**src/rtl/matrix_pkg.sv**
```systemverilog
// Shared sizing and FSM state type for the matrix column streamer.
package matrix_pkg;

  localparam int ROWS_DEF    = 4;
  localparam int COLUMNS_DEF = 8;
  localparam int ROW_IDX_W   = $clog2(ROWS_DEF);
  localparam int COL_IDX_W   = $clog2(COLUMNS_DEF);

  typedef enum logic {ST_IDLE, ST_STREAM} state_t;

endpackage

```
**src/rtl/matrix_column_streamer_column_select.sv**
```systemverilog
// Combinational corner-turn slice: gathers bit sel of every row word into one column.
module column_select
  import matrix_pkg::*;
#(
  parameter int ROWS    = ROWS_DEF,
  parameter int COLUMNS = COLUMNS_DEF,
  parameter int CW      = $clog2(COLUMNS)
) (
  input  logic [ROWS-1:0][COLUMNS-1:0] rows,
  input  logic [CW-1:0]                sel,
  output logic [ROWS-1:0]              slice
);

  always_comb begin
    slice = '0;
    for (int j = 0; j < ROWS; j++) begin
      slice[j] = rows[j][sel];
    end
  end

endmodule

```
**src/rtl/matrix_column_streamer.sv**
```systemverilog
// Double-buffered corner-turn buffer: host fills a shadow matrix by rows, the active matrix
// streams out by columns. Define STREAM_REPEAT_EN to re-stream the active matrix indefinitely.
module matrix_column_streamer
  import matrix_pkg::*;
#(
  parameter int ROWS    = ROWS_DEF,
  parameter int COLUMNS = COLUMNS_DEF
) (
  input  logic                       clk,
  input  logic                       rst_n,
  input  logic                       wr_en,
  input  logic [$clog2(ROWS)-1:0]    wr_row,
  input  logic [COLUMNS-1:0]         wr_data,
  input  logic                       commit,
  input  logic                       col_ready,
  output logic                       col_valid,
  output logic [ROWS-1:0]            col_data,
  output logic [$clog2(COLUMNS)-1:0] col_index,
  output logic                       col_last,
  output logic                       pending
);

  localparam int RW = $clog2(ROWS);
  localparam int CW = $clog2(COLUMNS);
  localparam logic [CW-1:0] LAST_COL  = CW'(COLUMNS - 1);
  localparam logic [RW:0]   ROW_LIMIT = (RW + 1)'(ROWS);

  state_t                      state;
  logic [ROWS-1:0][COLUMNS-1:0] shadow;
  logic [ROWS-1:0][COLUMNS-1:0] shadow_next;
  logic [ROWS-1:0][COLUMNS-1:0] active;
  logic                        handshake;
  logic                        at_last;

  // A write in the same cycle as a load is forwarded so the load sees it.
  always_comb begin
    shadow_next = shadow;
    if (wr_en && ({1'b0, wr_row} < ROW_LIMIT)) begin
      shadow_next[wr_row] = wr_data;
    end
  end

  assign handshake = col_valid && col_ready;
  assign at_last   = (col_index == LAST_COL);
  assign col_last  = col_valid && at_last;

  column_select #(
    .ROWS    (ROWS),
    .COLUMNS (COLUMNS),
    .CW      (CW)
  ) u_select (
    .rows  (active),
    .sel   (col_index),
    .slice (col_data)
  );

  always_ff @(posedge clk or negedge rst_n) begin
    if (!rst_n) begin
      state     <= ST_IDLE;
      shadow    <= '0;
      active    <= '0;
      col_valid <= 1'b0;
      col_index <= '0;
      pending   <= 1'b0;
    end else begin
      shadow <= shadow_next;
      case (state)
        ST_IDLE: begin
          if (commit) begin
            active    <= shadow_next;
            col_index <= '0;
            col_valid <= 1'b1;
            state     <= ST_STREAM;
          end
        end
        ST_STREAM: begin
          // Commits during a pass only arm the reload; data is sampled when it happens.
          if (commit) begin
            pending <= 1'b1;
          end
          if (handshake) begin
            if (!at_last) begin
              col_index <= col_index + 1'b1;
            end else if (pending || commit) begin
              active    <= shadow_next;
              col_index <= '0;
              pending   <= 1'b0;
            end else begin
`ifdef STREAM_REPEAT_EN
              col_index <= '0;
`else
              col_index <= '0;
              col_valid <= 1'b0;
              state     <= ST_IDLE;
`endif
            end
          end
        end
        default: begin
          state     <= ST_IDLE;
          col_valid <= 1'b0;
          col_index <= '0;
          pending   <= 1'b0;
        end
      endcase
    end
  end

endmodule

```
**config.mk**
```make
export PLATFORM = sky130hd
export DESIGN_NAME = matrix_column_streamer
export DESIGN_NICKNAME = d
export VERILOG_FILES = /design/src/rtl/matrix_pkg.sv /design/src/rtl/matrix_column_streamer_column_select.sv /design/src/rtl/matrix_column_streamer.sv
export SDC_FILE = /design/constraint.sdc
export NUM_CORES = 1
export LEC_CHECK = 0
export ABC_AREA = 0
export BUFFER_PORTS_ARGS = -buffer_cell sky130_fd_sc_hd__buf_2
export CORE_UTILIZATION = 40
export DETAILED_ROUTE_END_ITERATION = 6
export HOLD_SLACK_MARGIN = 0.15
export SLEW_MARGIN = 20
export SYNTH_ARGS = -nofsm -noshare
export SYNTH_HDL_FRONTEND = slang
export SYNTH_SLANG_ARGS = --single-unit
export TNS_END_PERCENT = 30
```
**constraint.sdc**
```tcl
create_clock -name clk -period 2.2 [get_ports clk]
set_input_delay 0.55 -clock clk [delete_from_list [all_inputs] [get_ports clk]]
set_output_delay 0.55 -clock clk [all_outputs]
set_load 0.005 [all_outputs]
```
# [After elaboration in Yosys (flattened, before gate mapping)]
# Index checks and enable logic that the tools add are counted.
[totals] register_bits=70 latch_bits=0 ramBits=0 romBits=0 input_bits=15 out_inout_bits=10 word_cells=65 n_memories=0
[op_classes] n_addsub=1 multipliers=0 div=0 order_cmp=3 n_eq_ne=6 n_shift=0 muxes=35 bitwise=1 n_reduce_logical=7
[op_table] operator="32-bit 2-to-1 mux" count=5
[op_table] operator="32-bit one-hot mux with 2 select lines" count=1
[op_table] operator="32-bit bitwise mux" count=1
[op_table] operator="8-bit demux with 2-bit select" count=1
[op_table] operator="1-bit 2-to-1 mux" count=16
[op_table] operator="1-bit binary-select mux with 3-bit select" count=4
[op_table] operator="3-bit 2-to-1 mux" count=3
[op_table] operator="8-bit 2-to-1 mux" count=1
[op_table] operator="4-bit AND reduction" count=2
[op_table] operator="2-bit by 1-bit inequality test with 1-bit output (second input constant)" count=3
[op_table] operator="3-bit one-hot mux with 2 select lines" count=1
[op_table] operator="3-bit by 4-bit less-than comparator with 1-bit output (second input constant)" count=1
[op_table] operator="2-bit inequality test (second input constant)" count=2
[op_table] operator="1-bit one-hot mux with 2 select lines" count=2
[op_table] operator="3-bit by 1-bit adder with 3-bit output (second input constant)" count=1
[op_table] operator="3-bit == test (second input constant)" count=1
[op_table] operator="1-bit logical AND" count=3
[op_table] operator="2-bit by 3-bit less-than comparator with 1-bit output (second input constant)" count=1
[op_table] operator="2-bit by 1-bit greater-or-equal comparator with 1-bit output (second input constant)" count=1
[op_table] operator="2-bit AND reduction" count=1
[op_table] operator="1-bit logical OR" count=1
[op_table] operator="1-bit inverter" count=1

# [Logic depth before layout (Yosys ltp)]
# Gate-level depths: netlist of run 1.
[logic_depth] word_depth=10 ltp_mapped=6 ltp_nobuf=5

# [Hierarchy]
# Synthesis of run 1 repeated with hierarchy kept, for this count alone.
[unflattened] cells_unflattened=180 area_unflattened_um2=2997.9
[by_module_without_submodules] module="matrix_column_streamer" instances=1 cells_per_inst=166 area_per_inst_um2=2727.6 seq_area_each_um2=1751.7
[by_module_without_submodules] module="column_select" instances=1 cells_per_inst=14 area_per_inst_um2=270.3 seq_area_each_um2=0.0

# [Least setup slack after synthesis of run 1]
# No wires, ideal clock.
[synth_timing] path_kind="flip-flop to output port" start="register col_index[0]" end="output port col_data[0]" arrival_ns=1.453 t_required_ns=1.650 setup_slack_ns=0.197 stages_incl_launch_ff=4 n_path_buf=1 cell_sequence="dfrtp_1 > buf_2 > mux4_2 > mux2_2"
[synth_between] elab_chain_cells=2
[synth_rtl] element="start, declared" line="matrix_column_streamer.sv:18" rtl="output logic [$clog2(COLUMNS)-1:0] col_index,"
[synth_rtl] element="start signal, assigned" line="matrix_column_streamer.sv:83" rtl="col_index <= col_index + 1'b1;"
[synth_rtl] element="1-bit binary-select mux with 3-bit select" line="matrix_column_streamer_column_select.sv:17" rtl="slice[j] = rows[j][sel];"
[synth_rtl] element="1-bit 2-to-1 mux (not written as such)" line="matrix_column_streamer_column_select.sv:17"
[synth_rtl] element="end, declared" line="matrix_column_streamer.sv:17" rtl="output logic [ROWS-1:0] col_data,"
# Every way passes these cells. The select of a mux whose other input is x is not followed.

# [Worst setup path in the final report of run 1]
# Same ends and word-level chain as after synthesis.

==> results.md, run 1 <==
* Synth unique cells at 20
* H-tree depth at 3
* Largest net degree at the start of global routing at 71
* CTS buffer count at 9
* Port bufs at 24
* Syn nets at 198
* Clk_lat worst skew at around 340 ps
* Initial Utilization at between 40% and 50%
* Share of the synthesized area in the top cell type at between 50% and 60%
* Clock Tree Buf Depth at 2
* Worst slew pin tran at 370 ps
* WL/cell at 17.0 microns
* WS Path Type: register to primary output
* CTS sink cnt at 70
* Fin util at 48.7%
* Synth async-reset ratio at 100%
* Max Clk Rate at 432 MHz
* Gr ovfl total at 0
* Post-synth top cells: mux2_2, dfrtp_1, mux4_2
* Final non-filler cell total at 322
* WP data required at 1650 ps
* Die area at 0.00775 sq mm
* Critical Path End Type: primary output
* Crit path top cell by count: buf_6
* Pre-CTS setup slack at 140 ps
* Vias in the first global route at 1741
* TritonCTS clock tree: yes
* Rel. slew slack at roughly 75%
* Global-route wire length before repair at 8920 microns
* Crit-path cells: buf_6, mux4_2, mux2_4, buf_6
* Register bit total from synthesis at 70
* Nets at 236
* Post-DP HPWL at 3670 microns
* Power density cells at 923 mW/mm^2
* Mapped Cells at between 150 and 200
* Status: finished, violations left
* Final wirelength at ~5500 microns
* Layout cell share with drive strength beyond 1 at 60.1%
* Site row count at 31
* Skew final at 6.84 ps
* Setup violations, final at 4
* WHS at 217 ps
* Fin. Hold Viols at 0
* Die height at roughly 90 microns
* Drt initial violations at 55
* Primary FF master, synth: dfrtp_1
* Crit-path max FO at 4
* Clock slew at reported path FFs at 70 ps
* Seq/Total Area, Yosys at 59.1%
* Final worst setup slack at -114 ps
* Layout Area Growth over Synthesis at 18.7%
* Syn Std Cell Area at 0.00296 sq mm
* Routability cong. at between 0.6 and 0.7
* Unrepaired setup endpoints after global routing: yes
* # DRC at 0
* Total GRT Usage at 16.3%
* Slowest CP cell: mux4_2
* Crit path from: col_index[0]$_DFFE_PN0P_
* Top Ports at 25
* Failing checks: negative setup slack
* Initial antenna violation count at 0
* Synth area leader: dfrtp_1
* Crit path arrival time at 1760 ps
* Synth Area per Inst at 16.5 sq um
* Initial DRT Pass Iterations at 4
* Most numerous cell in the Yosys netlist: mux2_2
* Final min period at about 2300 ps
* Slew Limit Fails at 0
* Core area at 0.00721 sq mm
* Synthesis Warnings at 0
* Number of max-cap violations at 0
* Peak supply drop at 0.478 mV
* Placed instance count at 305
* Leakage at 1.62 nW
* Total power at 3.24 mW
* Hold Crit Class: primary input to async pin
* Hold-fix buffers at CTS at 0
* Worst Setup Start Kind: register
* Horiz. Die Dim at 88.0 microns
* Vias per cell at 5.05
* CP max stage delay at 480 ps
* Root Buffer: clkbuf_8
* EDFF count, synth at 0
* Top cells by area, synth: dfrtp_1, mux2_2, mux4_2, ha_1, a22o_1
* Final ANT Viol Nets at 0
* Critical R2R Launch: col_index[0]$_DFFE_PN0P_
* Antenna diode count at 0
* Final period util at 105%
* Vias at 1627
-- power breakdown --
group	leakage [nW]	switching [mW]	internal (mW)
sequential	0.881	0.0756	1.46
clock	0.110	0.448	0.667
combinational	0.625	0.237	0.354
-- timing repair --
| item | in CTS | in global routing |
|---|---|---|
| gates resized for setup | 5 | 2 |
| setup endpoints to repair | 4 | 5 |
| buffers inserted | 1 | 0 |
-- routing by layer --
| metal | wire length (microns) | track usage (%) | share of wire (%) | vias to the layer above |
|---|---|---|---|---|
| li1 | - | - | - | 737 |
| met1 | 2470 | 19.7 | 45 | 858 |
| met2 | 2740 | 26.6 | 50 | 23 |
| met3 | 190 | 6.03 | 3.5 | 9 |
| met4 | 90 | 6.30 | 1.6 | 0 |
| met5 | 0 | 0 | 0 | - |
-- state kept, by name, indices dropped and copies added (netlist names) --
name and flops:
col_index 3, shadow 32, state 1, pending 1, col_valid 1, active 32
-- cells by family (layout without fill, tap and decap cells) --
| family | Yosys count | count (layout) | share of synthesized area [%] |
|---|---|---|---|
| AND/OR/NAND/NOR | 13 | 13 | 3.38 |
| adder cells (fa/ha/maj) | 3 | 3 | 1.27 |
| flip-flops | 70 | 70 | 59.1 |
| multiplexers | 79 | 79 | 33.1 |
| buffers and inverters | 6 | 49 | 0.971 |
| AO/OA/AOI/OAI | 9 | 9 | 2.15 |
-- final timing paths --
check / to / slack, ps / depth (start not counted)
worst min-delay path: shadow[12]$_DFF_PN0_ / 220 / 2
worst min register to register: shadow[1]$_DFF_PN0_ / 490 / 1
max in group asynchronous: col_index[0]$_DFFE_PN0P_ / 1660 / 2
worst max-delay path: col_data[0] / -110 / 4
worst max register to register: active[0]$_DFFE_PN0P_ / 210 / 7
min in group clk: state$_DFF_PN0_ / 460 / 2
-- layout make-up --
cell class | count | area, sq um
multi-input combinational | 104 | 1200
fill | 669 | 3700
timing repair buffer | 33 | 226
sequential | 70 | 1750
clock inverter | 4 | 70.1
clock buffer | 12 | 145
tap | 99 | 124
-- critical path: cells and delay by family, from the launching register on --
| family | cells | cell delay [ps] |
|---|---|---|
| buffers and inverters | 2 | 260 |
| DFF | 1 | 410 |
| muxes | 2 | 770 |
-- stage by stage --
step / TNS, ps / area [sq um]
2_1_floorplan: 0 / 2960
3_3_place_gp: 0 / 3270
3_5_place_dp: 0 / 3270
4_1_cts: -486 / 3510
5_1_grt: -716 / 3520
6_report: -437 / 3520
-- cell usage in the layout (no fill, tap or decap) --
master     synthesis  routed
mux2_2            71      70
dfrtp_1           70      69
buf_2              5      23
clkbuf_8           0      10
mux4_2             8       8
buf_4              0       5
a21oi_1            3       3
nor2_1             3       3
a22o_1             3       3
buf_6              0       3
nand3b_2           2       2
nand2_1            2       2
ha_1               3       2
clkbuf_1           1       2
bufinv_16          0       2
clkinv_2           0       2
buf_12             0       2
nand3_2            1       1
nor3b_4            1       1
mux2_4             0       1
and2_4             0       1
nand3b_1           1       1
a21o_1             1       1
nand3_1            1       1
a21oi_4            0       1
nand4bb_1          1       1
a31oi_1            1       1
ha_2               0       1
dfrtp_2            0       1
No activity file was read; power rests on OpenSTA's default activity.
==> run 2: changes to the inputs <==
- PLACE_DENSITY: default -> 0.53
==> run 2 against run 1 <==
Compared with the run above: the flow still finishes with violations (negative setup slack); maximum frequency rose by 0.24%; cell area rose by 0.96%; non-clock buffer count rose by 1; setup slack improved by 5.6 ps; first-iteration DRC count is 5.5% higher; via count increased by 0.74%; register-to-register slack lost 20 ps; highest routed layer unchanged.
==> results.md, run 2 (same netlist as run 1, synthesis figures left out) <==
* Status: finished, violations left
* Failing checks: negative setup slack
* Accumulated negative setup slack at -386 ps (+50.7 ps)
* WP data required at 1650 ps (about the same)
* Leakage at 1.62 nW (+0.42%)
* TritonCTS clock tree: yes
* Slew Limit Fails at 0 (unchanged)
* Crit-path cells: buf_6, mux4_2, mux2_4, buf_6
* Power density cells at 924 mW/mm^2 (+0.18%)
* Unrepaired setup endpoints after global routing: yes
* Worst slew pin tran at 514 ps (+144 ps)
* Peak supply drop at 0.370 mV (-23%)
* Top Ports at 25 (unchanged)
* Skew final at 6.78 ps (-0.0597 ps)
* Post-DP HPWL at 4160 microns (+13%)
* WS Path Type: register to primary output
* Site row count at 31 (unchanged)
* Die area at 0.00775 sq mm (unchanged)
* Switching power total at 0.789 mW (+3.7%)
* CTS sink cnt at 70 (unchanged)
* H-tree depth at 3 (unchanged)
* Slowest CP cell: mux4_2
* Seq pwr share at 46.9% (-0.5 points)
* WHS at 181 ps (-35.4 ps)
* CP max stage delay at 490 ps (about the same)
* Number of max-cap violations at 0 (unchanged)
* Fin util at 49.2% (+0.47 points)
* Initial DRT Pass Iterations at 4 (unchanged)
* Gr ovfl total at 0 (unchanged)
* Port bufs at 24 (unchanged)
* Hold-fix buffers at CTS at 0 (unchanged)
* Initial Utilization at 41.1% (unchanged)
* Clock power share at 33.4% (-1.0 points)
* Pre-CTS setup slack at 209 ps (+68.3 ps)
* CTS buffer count at 9 (unchanged)
* Number of fill cells at 634 (-5.2%)
* Largest regs: active x32, shadow x32, col_index x3
* Layout Area Growth over Synthesis at 19.9%
* Most common cell after layout, fill and taps aside: dfrtp_1
* WP buf/inv at 2 (unchanged)
* Clk_lat worst skew at 330 ps (about the same)
* Crit path top cell by count: buf_6
* Layout cell share with drive strength beyond 1 at 58.9% (-1.2 points)
* Sw frac at 24.0% (+0.60 points)
* Final period util at 105% (-0.25 points)
* Horiz. Die Dim at 88.0 microns (unchanged)
* Vias per cell at 5.07 (+0.43%)
* Combinational share of power at 19.8% (+1.6 points)
* Rel. slew slack at 65.7% (-9.6 points)
* Fin. Hold Viols at 0 (unchanged)
* Internal power at 2.49 mW (+0.35%)
* Clock Tree Buf Depth at 2 (unchanged)
* Nets at 237 (+0.42%)
* Max Clk Rate at 433 MHz (+0.24%)
* Crit-path max FO at 6 (+2)
* DP Area at 0.00327 sq mm (+0.15%)
* Drt initial violations at 58 (+5.5%)
* Routability cong. at 0.785 (+15%)
* Most frequent cells in the layout: dfrtp_1, mux2_2, buf_2
* Largest net degree at the start of global routing at 33 (-54%)
* WL/cell at 18.1 microns (+6.6%)
* Total GRT Usage at 17.1% (+0.78 points)
* Final ANT Viol Nets at 0 (unchanged)
* Final min period at 2310 ps (-5.58 ps)
* Clock slew at reported path FFs at 70 ps (about the same)
* Initial antenna violation count at 0 (unchanged)
* # DRC at 0 (unchanged)
* Root Buffer: clkbuf_8
* Crit path arrival time at 1760 ps (about the same)
* Vias in the first global route at 1754 (+0.75%)
* Final wirelength at 5860 microns (+6.9%)
* Setup violations, final at 4 (unchanged)
* Core area at 0.00721 sq mm (unchanged)
* Antenna diode count at 0 (unchanged)
* Cell family with most CP delay: multiplexers
* Hold Crit Class: primary input to async pin
* Reg2Reg Setup Slack at 190 ps (-20 ps)
* Fin area at 0.00355 sq mm (+0.96%)
* Worst Setup Start Kind: register
* Die height at 88.0 microns (unchanged)
* Vias at 1639 (+0.74%)
* Global-route wire length before repair at 9250 microns (+3.7%)
* Critical Path End Type: primary output
* Final worst setup slack at -108 ps (+5.58 ps)
## run 2: changes by cell type in the layout (fill, tap and decap cells not counted), moves of 2 or more
cell	previous run	this run
buf_6	3	5
clkinv_2	2	0
mux2_2	70	68
clkbuf_1	2	4
buf_2	23	21
mux2_4	1	3
## run 2: path summary, 6_finish.rpt
kind / startpoint / endpoint / depth (start not counted)
min in group clk: col_ready / pending$_DFFE_PN0P_ / 2
min reg2reg: shadow[25]$_DFF_PN0_ / shadow[25]$_DFF_PN0_ / 1
max reg2reg: col_index[0]$_DFFE_PN0P_ / active[12]$_DFFE_PN0P_ / 8
min: rst_n / shadow[13]$_DFF_PN0_ / 1
max: col_index[0]$_DFFE_PN0P_ / col_data[0] / 4
max in group asynchronous: rst_n / shadow[0]$_DFF_PN0_ / 2
## run 2: final cells by class
class,count,area [sq um],area share (%)
flip-flops and latches,70,1750,49.3
multi-input cells,104,1210,34.0
repair buffers,34,259,7.30
clock buffers,13,139,3.91
well taps,99,124,3.49
clock inverters,3,68.8,1.94
## run 2: layer usage
metal  wire (microns)  vias up  track usage (%)
met2             3070       26             28.4
met1             2610      866             21.4
met5                0        -                0
li1                 -      742                -
met3              144        5             4.81
met4               46        0             6.16
## run 2: timing repair
| action | 4_1_cts | 5_1_grt |
|---|---|---|
| setup buffers | 1 | 1 |
| endpoints found under the setup margin | 4 | 5 |
| endpoints found under the hold margin | 0 | 0 |
| gates resized for setup | 6 | 5 |
| pin swaps | 0 | 0 |
## run 2: power groups by stage
| stage | combinational (mW) | clock (mW) | sequential, mW |
|---|---|---|---|
| 2_1_floorplan | 0.374 | 0 | 1.54 |
| 3_3_place_gp | 0.566 | 0 | 1.55 |
| 3_5_place_dp | 0.589 | 0 | 1.56 |
| 4_1_cts | 0.630 | 1.13 | 1.54 |
| 5_1_grt | 0.704 | 1.19 | 1.56 |
| 6_report | 0.649 | 1.09 | 1.54 |
## run 2: worst register-to-register path: cells and delay by family (launching register included)
kind / cells / cell delay, ps
buf+inv: 3 / 510
simple gates: 1 / 110
fa+ha+maj: 2 / 330
mux: 1 / 390
compound gates: 1 / 200
flops: 1 / 370
## run 2: stage by stage
step / total power [mW] / instances
after floorplan: 1.91 / 180
after global placement: 2.12 / 305
after detailed placement: 2.15 / 305
after CTS: 3.30 / 322
after global routing: 3.45 / 323
final: 3.28 / 323
==> run 3: changes to the inputs <==
- CORE_ASPECT_RATIO: default -> 1.5
- PLACE_DENSITY: 0.53 -> 0.57
==> run 3 against run 2 <==
Compared with the run above: the flow still finishes with violations (negative setup slack); sequential share of layout area up 1.1 points; sequential cell count stayed put; clock power shrank 20%; highest routed layer unchanged.
==> results.md, run 3 (same netlist as run 1, synthesis figures left out) <==
* Crit path top cell by count: buf_6
* Core area at 0.00718 sq mm (-0.49%)
* Largest net degree at the start of global routing at 71 (+120%)
* Antenna diode count at 0 (unchanged)
* Failing checks: negative setup slack
* Most frequent cells in the layout: mux2_2, dfrtp_1, buf_2
* Number of max-cap violations at 0 (unchanged)
* WP data required at 1650 ps (about the same)
* TritonCTS clock tree: yes
* Top Ports at 25 (unchanged)
* WS Path Type: register to primary output
* FF/Latch Area at 0.00175 sq mm (about the same)
* WP buf/inv at 2 (unchanged)
* Slew Limit Fails at 0 (unchanged)
* Unrepaired setup endpoints after global routing: yes
* Gr ovfl total at 0 (unchanged)
* Peak supply drop at 0.441 mV (+19%)
* Worst slew pin tran at 403 ps (-111 ps)
* Hold-fix buffers at CTS at 0 (unchanged)
* Clk_lat worst skew at 330 ps (about the same)
* Number of fill cells at 639 (+0.79%)
* Worst Setup Start Kind: register
* Layout cell share with drive strength beyond 1 at 59.0% (+0.080 points)
* Largest regs: active x32, shadow x32, col_index x3
* Die area at 0.00776 sq mm (about the same)
* CTS buffer count at 9 (unchanged)
* Final ANT Viol Nets at 0 (unchanged)
* CP max stage delay at 490 ps (about the same)
* Vias in the first global route at 1820 (+3.8%)
* Drt initial violations at 54 (-6.9%)
* Global-route wire length before repair at 9540 microns (+3.1%)
* Rel. slew slack at 73.1% (+7.4 points)
* # DRC at 0 (unchanged)
* Skew final at 3.33 ps (-3.45 ps)
* Setup violations, final at 5 (+1)
* WL/cell at 18.3 microns (+0.58%)
* Final non-filler cell total at 322 (-0.31%)
* Placed instance count at 304 (-0.33%)
* Slowest CP cell: mux4_2
* Total GRT Usage at 17.0% (-0.12 points)
* Critical Path End Type: primary output
* Vias at 1618 (-1.3%)
* Initial antenna violation count at 0 (unchanged)
* H-tree depth at 3 (unchanged)
* Routability cong. at 0.756 (-3.8%)
* Clock Tree Buf Depth at 2 (unchanged)
* Layout Area Growth over Synthesis at 17.4%
* CTS sink cnt at 70 (unchanged)
* Crit-path max FO at 3 (-3)
* Final min period at 2320 ps (+9.93 ps)
* Hold Crit Class: primary input to async pin
* Final worst setup slack at -118 ps (-9.93 ps)
* Max Clk Rate at 431 MHz (-0.43%)
* Site row count at 38 (+23%)
* Cell family with most CP delay: multiplexers
* Accumulated negative setup slack at -449 ps (-63.5 ps)
* Vias per cell at 5.02 (-0.97%)
* Status: finished, violations left
* Die height at 107 microns (+22%)
* Root Buffer: clkbuf_8
* Clock slew at reported path FFs at 70 ps (about the same)
* Initial Utilization at 41.3% (+0.20 points)
* Crit-path cells: buf_6, mux4_2, mux2_4, buf_6
* Final wirelength at 5880 microns (+0.27%)
* Port bufs at 24 (unchanged)
* Nets at 235 (-0.84%)
* Crit path arrival time at 1770 ps (about the same)
* Final period util at 105% (+0.45 points)
* Reg2Reg Setup Slack at 150 ps (-40 ps)
* Fin. Hold Viols at 0 (unchanged)
* Multi-input logic area at 0.00120 sq mm (-0.93%)
* Power density cells at 879 mW/mm^2 (-5.0%)
* Pre-CTS setup slack at 114 ps (-94.2 ps)
* Initial DRT Pass Iterations at 4 (unchanged)
* Post-DP HPWL at 4250 microns (+2.1%)
* Leakage at 1.59 nW (-2.3%)
* Horiz. Die Dim at 72.3 microns (-18%)
-- run 3: changes by cell type in the layout (fill, tap and decap cells not counted), sizes merged --
cell    change
buf         -2
bufinv      -2
clkbuf      +2
-- run 3: area by class of cell --
class | count | area share, %
multi-input cells | 104 | 34.4
clock buffers | 15 | 4.50
clock inverters | 1 | 0.144
flip-flops and latches | 70 | 50.4
repair buffers | 32 | 6.94
well taps | 100 | 3.60
-- run 3: report_power, final --
| group | internal [mW] | total [mW] | switching (mW) | leakage, nW |
|---|---|---|---|---|
| logic | 0.380 | 0.626 | 0.246 | 0.623 |
| registers | 1.46 | 1.56 | 0.0914 | 0.881 |
| clock network | 0.441 | 0.873 | 0.432 | 0.0817 |
-- run 3: worst paths after layout --
check	start	end	cells after the start
max in group asynchronous	rst_n	col_index[0]$_DFFE_PN0P_	2
worst max-delay path	col_index[0]$_DFFE_PN0P_	col_data[0]	4
worst min register to register	shadow[17]$_DFF_PN0_	shadow[17]$_DFF_PN0_	1
worst max register to register	col_index[0]$_DFFE_PN0P_	active[18]$_DFFE_PN0P_	8
worst min-delay path	rst_n	shadow[20]$_DFF_PN0_	2
min in group clk	col_ready	pending$_DFFE_PN0P_	2
-- run 3: repair_timing --
action | 4_1_cts | 5_1_grt
gates cloned | 0 | 0
pin swaps | 0 | 0
buffers inserted | 1 | 1
setup endpoints to repair | 5 | 5
resized for setup | 0 | 11
-- run 3: routing by layer --
metal  wire length (microns)  vias up  part of all wire [%]  GRT usage, %
met5                       0        -                     0             0
met4                      69        0                   1.2          6.72
met2                    3360       25                    57          30.9
li1                        -      736                     -             -
met1                    2320      849                    39          18.8
met3                     136        8                   2.3          3.65
-- run 3: through the flow --
stage | hold WS [ps] | util, % | power, mW | area, sq um
after global placement | 477 | 45.2 | 2.10 | 3250
after CTS | 244 | 47.6 | 3.02 | 3420
final | 232 | 48.4 | 3.06 | 3480
after global routing | 268 | 48.4 | 3.20 | 3480
after detailed placement | 479 | 45.2 | 2.13 | 3250
after floorplan | 254 | - | 1.91 | 2960
